--- config.mk ---
export PLATFORM = sky130hd
export DESIGN_NAME = sipo_deframer
export DESIGN_NICKNAME = d
export VERILOG_FILES = /design/src/rtl/sipo_deframer.sv
export SDC_FILE = /design/constraint.sdc
export NUM_CORES = 1
export LEC_CHECK = 0
export CORE_AREA = 10 10 53 55
export DETAILED_ROUTE_END_ITERATION = 7
export DIE_AREA = 0 0 63 65
export GPL_TIMING_DRIVEN = 0
export MAX_ROUTING_LAYER = met4
export PLACE_DENSITY = 0.62
export SYNTH_ARGS = -nofsm -noshare
export SYNTH_HDL_FRONTEND = slang
export SYNTH_SLANG_ARGS = --single-unit
--- constraint.sdc ---
create_clock -name clk -period 1.9 [get_ports clk]
set_clock_uncertainty 0.15 [all_clocks]
set_input_delay 0.475 -clock clk [delete_from_list [all_inputs] [get_ports clk]]
set_output_delay 0.475 -clock clk [all_outputs]
set_load 0.05 [all_outputs]
--- src/rtl/sipo_deframer.sv ---
`default_nettype none
// ============================================================================
// Module      : sipo_deframer
// Description : Serial-in, parallel-out receive stage. Collects one bit per
//               qualified clock and reassembles WIDTH-bit words, presented
//               on a valid/ready output slot with a sticky overrun flag.
// Revision    : 1.0 - initial release
// ----------------------------------------------------------------------------
// Ports:
//   clk        in   1      rising-edge clock
//   reset      in   1      asynchronous, active-low reset
//   serial_in  in   1      serial data bit
//   bit_valid  in   1      serial_in is sampled this edge
//   sync       in   1      bit sampled this cycle (if any) is bit 0 of a word
//   out_ready  in   1      consumer accepts data_out when out_valid=1
//   ovr_clr    in   1      clears overrun (a simultaneous drop wins)
//   data_out   out  WIDTH  last completed word, stable while out_valid=1
//   out_valid  out  1      data_out holds an unaccepted word
//   overrun    out  1      sticky: a completed word was dropped
//   busy       out  1      partial word in progress
// ============================================================================
module sipo_deframer #(
   parameter int WIDTH     = 4,
   parameter int LSB_FIRST = 1
) (
   input  logic             clk,
   input  logic             reset,
   input  logic             serial_in,
   input  logic             bit_valid,
   input  logic             sync,
   input  logic             out_ready,
   input  logic             ovr_clr,
   output logic [WIDTH-1:0] data_out,
   output logic             out_valid,
   output logic             overrun,
   output logic             busy
);

   localparam int                CNT_W    = $clog2(WIDTH);
   localparam logic [CNT_W-1:0]  LAST_CNT = CNT_W'(WIDTH - 1);

   typedef enum logic {
      SLOT_EMPTY = 1'b0,
      SLOT_FULL  = 1'b1
   } slot_t;

   slot_t              slot_q, slot_d;
   logic [WIDTH-1:0]   sh_q, sh_d;
   logic [WIDTH-1:0]   data_q, data_d;
   logic [CNT_W-1:0]   cnt_q, cnt_d;
   logic               ovr_q, ovr_d;

   logic [WIDTH-1:0]   sh_shift;
   logic [CNT_W-1:0]   cnt_eff;
   logic               word_done;

   // Bit order only changes which end of the shift register is fed.
   generate
      if (LSB_FIRST != 0) begin : g_lsb_first
         assign sh_shift = {serial_in, sh_q[WIDTH-1:1]};
      end else begin : g_msb_first
         assign sh_shift = {sh_q[WIDTH-2:0], serial_in};
      end
   endgenerate

   always_ff @(posedge clk or negedge reset) begin
      if (!reset) begin
         slot_q <= SLOT_EMPTY;
         sh_q   <= '0;
         data_q <= '0;
         cnt_q  <= '0;
         ovr_q  <= 1'b0;
      end else begin
         slot_q <= slot_d;
         sh_q   <= sh_d;
         data_q <= data_d;
         cnt_q  <= cnt_d;
         ovr_q  <= ovr_d;
      end
   end

   always_comb begin
      slot_d    = slot_q;
      sh_d      = sh_q;
      data_d    = data_q;
      cnt_d     = cnt_q;
      ovr_d     = ovr_q;
      word_done = 1'b0;

      // sync forces the current bit (if any) to be bit 0 of a fresh word.
      cnt_eff = sync ? '0 : cnt_q;

      if (bit_valid) begin
         sh_d = sh_shift;
         if (cnt_eff == LAST_CNT) begin
            word_done = 1'b1;
            cnt_d     = '0;
         end else begin
            cnt_d = cnt_eff + CNT_W'(1);
         end
      end else if (sync) begin
         cnt_d = '0;
      end

      if (ovr_clr) begin
         ovr_d = 1'b0;
      end

      case (slot_q)
         SLOT_EMPTY: begin
            if (word_done) begin
               data_d = sh_d;
               slot_d = SLOT_FULL;
            end
         end
         SLOT_FULL: begin
            if (word_done && out_ready) begin
               // Accept and reload in the same cycle: no gap, no overrun.
               data_d = sh_d;
            end else if (word_done) begin
               // Consumer stalled: drop the new word; beats ovr_clr.
               ovr_d = 1'b1;
            end else if (out_ready) begin
               slot_d = SLOT_EMPTY;
            end
         end
         default: slot_d = SLOT_EMPTY;
      endcase
   end

   assign data_out  = data_q;
   assign out_valid = (slot_q == SLOT_FULL);
   assign overrun   = ovr_q;
   assign busy      = (cnt_q != '0);

endmodule
`default_nettype wire

# Word-level counts from Yosys, hierarchy flattened
# Cells that the tools add are included.
word_totals:
  output_inout_bits: 7
  regBits: 12
  elab_cells: 31
  input_bits: 7
classes:
  n_mux: 18
  bitwise_logic: 1
  n_addsub: 1
  n_eq_ne: 3
  n_reduce_logical: 3
op_table:
  columns: ["op", "count"]
  rows:
  - ["4-bit 2-to-1 mux", 3]
  - ["1-bit 2-to-1 mux", 10]
  - ["4-bit one-hot mux with 2 select lines", 1]
  - ["2-bit 2-to-1 mux", 3]
  - ["2-bit by 1-bit adder with 2-bit output, second input constant", 1]
  - ["2-bit equality test, second input constant", 1]
  - ["2-bit by 1-bit != test with 1-bit output, second input constant", 1]
  - ["2-bit != test, second input constant", 1]
  - ["1-bit one-hot mux with 2 select lines", 1]
  - ["2-bit AND reduction", 1]
  - ["2-bit nonzero test", 1]
  - ["1-bit logical AND", 1]
  - ["1-bit inverter", 1]

# Longest topological paths before layout
depth:
  word_depth: 7
  ltp_mapped: 5
  ltp_nobuf: 5

# Least setup slack after synthesis
# OpenSTA, ideal clock, no wires.
synth_timing:
  kind: "in2reg"
  from: "in sync"
  to: "reg data_q[0] (netlist: data_out[0])"
  path_slack_ps: 256
  t_required_ps: 1625
  setup_time_ps: 125
  t_arrival_ps: 1368
  path_stages: 5
  path_buffers: 0
  cell_sequence: "nor2b_1 -> ha_1 -> nand2_2 -> nor2b_4 -> mux2_4"
synth_via:
  elab_chain_cells: 7
  elab_cells_between_ends: 8
  cone_classes: "3 x eq/ne; 3 x mux; 2 x reduce/logical"
synth_lines:
  columns: ["element", "line", "source"]
  rows:
  - ["from (decl)", "30", "input logic sync,"]
  - ["2-bit 2-to-1 mux *", null, null]
  - ["2-bit equality test *", "95", "if (cnt_eff == LAST_CNT) begin"]
  - ["1-bit 2-to-1 mux *", "95", null]
  - ["1-bit 2-to-1 mux *", "93", "if (bit_valid) begin"]
  - ["1-bit logical AND", "117", "if (word_done && out_ready) begin"]
  - ["2-bit by 1-bit != test with 1-bit output (no source line)", null, null]
  - ["2-bit AND reduction (no source line) *", null, null]
  - ["to (signal assigned)", "76", "data_q <= data_d;"]
  - ["to (decl)", "49", "logic [WIDTH-1:0] data_q, data_d;"]
# Every way passes the cells marked *; elsewhere a longest branch is shown, timed or not.
# A chain may end at the register's enable or synchronous reset.

# Worst setup path in the final report
layout_timing:
  from: "in sync"
  to: "reg data_q[3] (netlist: data_out[3])"
# Same word-level chain as after synthesis.

==> impl_metrics.env <==
export IMPL_nNetsFinal=59
export IMPL_synth_top_area_cell="dfrtp_1"
export IMPL_synth_warning_count=0
export IMPL_die_w_um=63
export IMPL_pin_count=14
export IMPL_total_power_mw=0.835
export IMPL_cts_sinks=12
export IMPL_worst_pin_slew_ns=0.547
export IMPL_switching_share=0.350
export IMPL_clkPwrFrac=0.243
export IMPL_grtUsageMet3=0.0155
export IMPL_seqPwrFrac=0.399
export IMPL_final_layout_size_suffix_gt1_frac=0.440
export IMPL_syn_cell_area_um2=523
export IMPL_vias_per_cell=3.81
export IMPL_holdCritStartpoint="bit_valid"
export IMPL_worstPathArrival_ns=1.88
export IMPL_cp_cell_sequence="clkdlybuf4s50_1 -> nor2b_2 -> ha_2 -> nand2_2 -> nor2b_4 -> mux2_4"
export IMPL_finalHoldViolCount=0
export IMPL_fin_tns_setup_ns=0
export IMPL_grt_pass1_vias=350
export IMPL_stdcell_count=77
export IMPL_drt_iter0_drc=0
export IMPL_syn2layout_area_growth_pct=36.8
export IMPL_p_per_area_nw_per_um2=1170
export IMPL_min_path_type="input pin to flop"
export IMPL_holdPathStages=2
export IMPL_ir_worst_vdd_uv=565
export IMPL_max_clock_path_buffers=2
export IMPL_firstDrtPassIters=1
export IMPL_path_class="input pin to flop"
export IMPL_synth_area_top_cells="dfrtp_1, mux2_4, nor2b_4"
export IMPL_crit_fanout=4
export IMPL_cts_tree="yes"
export IMPL_start_util=0.281
export IMPL_p_int_mw=0.543
export IMPL_die_h_um=65
export IMPL_gr_usage_met2=0.0749
export IMPL_dieArea_um2=4100
export IMPL_busiest_layer="met2"
export IMPL_netlist_area_leader_share=0.574
export IMPL_switching_power_mw=0.292
export IMPL_min_period_ns=1.87
export IMPL_rr_endpoint="data_out[3]"
export IMPL_wire_per_inst_um=12.6
export IMPL_grt_pass1_wl_um=1650
export IMPL_hold_path_end="cnt_q[0]"
export IMPL_yosysSeqAreaShare=0.574
export IMPL_critPathSlowestCell="clkdlybuf4s50_1"
export IMPL_ant_nets=0
export IMPL_path_clk_slew_ns=0.08
export IMPL_critPathBufInv=1
export IMPL_fillers=190
export IMPL_coreArea_um2=1860
export IMPL_max_freq_mhz=534
export IMPL_postPlaceCellArea_um2=677
export IMPL_grt_ovfl_total=0
export IMPL_place_congestion=0.663
export IMPL_setup_slack_ns=0.0274
export IMPL_use_met1=0.0617
export IMPL_track_usage=0.0542
export IMPL_start_kind="input pin"
export IMPL_r2r_slack_ns=0.34
export IMPL_hold_slack_ns=0.286
export IMPL_rr_startpoint="cnt_q[0]"
export IMPL_pwr_share_comb=0.357
export IMPL_design_area_um2=716
export IMPL_syn_avg_cell_area_um2=15.8
export IMPL_p_leak_nw=0.360
export IMPL_drc=0
export IMPL_place_inst=72
export IMPL_synthCells=33
export IMPL_syn_num_nets=41
export IMPL_cts_hold_buf=0
export IMPL_post_route_period_util=0.986
export IMPL_cap_violations=0
export IMPL_diodes=0
export IMPL_htreeDepth=1
export IMPL_r2r_cells=5
export IMPL_numCtsBuffers=3
export IMPL_final_core_util=0.384
export IMPL_status="completed"
export IMPL_cp_required_ns=1.91
export IMPL_synth_seq_cells=12
export IMPL_clk_latency_ns=0.27
export IMPL_critPathTopFamily="buffers and inverters"
export IMPL_vias=293
export IMPL_relSlewSlack=0.634
export IMPL_end_kind="flop"
export IMPL_portBuffers=12
export IMPL_routed_wl_um=971
export IMPL_dpl_worst_slack_ns=-0.285
export IMPL_setup_violations=0
export IMPL_antenna_found_initial=0
export IMPL_root_buffer="clkbuf_4"
export IMPL_hpwl_um=722
export IMPL_critPathMaxStageDelay_ns=0.46
export IMPL_synthDistinctLibCells=14
export IMPL_drv_slew=0
export IMPL_fp_row_count=16
export IMPL_grt_max_degree=13
[timing repair]
| item | CTS | global route |
|---|---|---|
| endpoints found under the hold margin | 0 | 0 |
| pin swaps | 0 | 0 |
| setup endpoints to repair | 11 | 5 |
| buffers inserted | 0 | 1 |
| gates resized for setup | 7 | 5 |
[worst reg2reg max path, stage by stage (launching register included)]
cell and delay [ns]:
dfrtp_1 0.35, nor2b_2 0.17, ha_2 0.18, nand2_2 0.08
nor2b_4 0.21, mux2_4 0.32
[worst max-delay path by stage]
stage,startpoint,to,cells past startpoint
final,sync,data_out[3],6
after global routing,sync,data_out[3],6
after CTS,cnt_q[0],busy,2
after detailed placement,sync,data_out[2],6
after global placement,sync,data_out[2],6
after floorplan,sync,data_out[0],5
[logic make-up (layout without fill, tap and decap cells)]
logic type      after synthesis  count (layout)  synth area share
flops                        12              12             0.574
compound gates                1               1            0.0120
xor+xnor                      1               1            0.0167
simple gates                  7               7            0.0933
mux                           9               9             0.251
buf+inv                       2              19            0.0287
fa+ha+maj                     1               1            0.0239
[synthesized netlist by cell type]
cell type  count
ha_1           1
dfrtp_1       12
buf_6          1
nor2b_1        2
nand2_2        1
nand2b_1       1
mux2_4         8
or2_2          1
mux2_2         1
nand2_1        1
o22ai_1        1
inv_1          1
xor2_1         1
nor2b_4        1
[final cells by class]
class / count / area [µm²] / share of cell area
Clock buffer: 4 / 36.3 / 0.0507
Tap cell: 27 / 33.8 / 0.0472
Sequential cell: 12 / 300 / 0.420
Inverter: 1 / 3.75 / 0.00524
Multi-Input combinational cell: 19 / 215 / 0.301
Timing Repair Buffer: 13 / 115 / 0.161
Buffer: 1 / 11.3 / 0.0157
[flip-flops by register name (all words and copies together), names as in the netlist]
name       flops
cnt_q          2
out_valid      1
data_out       4
sh_q           4
overrun        1
[cells in the final DEF, fill, tap and decap left out, drive strengths merged, types with 2 or more instances in the layout]
cell           count
mux2               9
nand2              2
buf                2
dfrtp             12
clkbuf             5
dlygate4sd2        6
nor2b              3
clkdlybuf4s50      5
[power groups by stage]
stage	Sequential (mW)	Clock [mW]	Combinational [mW]
final	0.333	0.203	0.299
after global routing	0.341	0.230	0.312
after CTS	0.333	0.209	0.299
after detailed placement	0.340	0	0.323
after global placement	0.339	0	0.321
after floorplan	0.448	0	0.109
[per-layer routing]
| metal | wire length (µm) | vias to the layer above | share of wire |
|---|---|---|---|
| met4 | 28 | 0 | 0.029 |
| met3 | 43 | 2 | 0.044 |
| met2 | 463 | 7 | 0.48 |
| met1 | 435 | 140 | 0.45 |
| li1 | - | 144 | - |
| met5 | 0 | - | 0 |
Power figures use the tool's default switching activity.
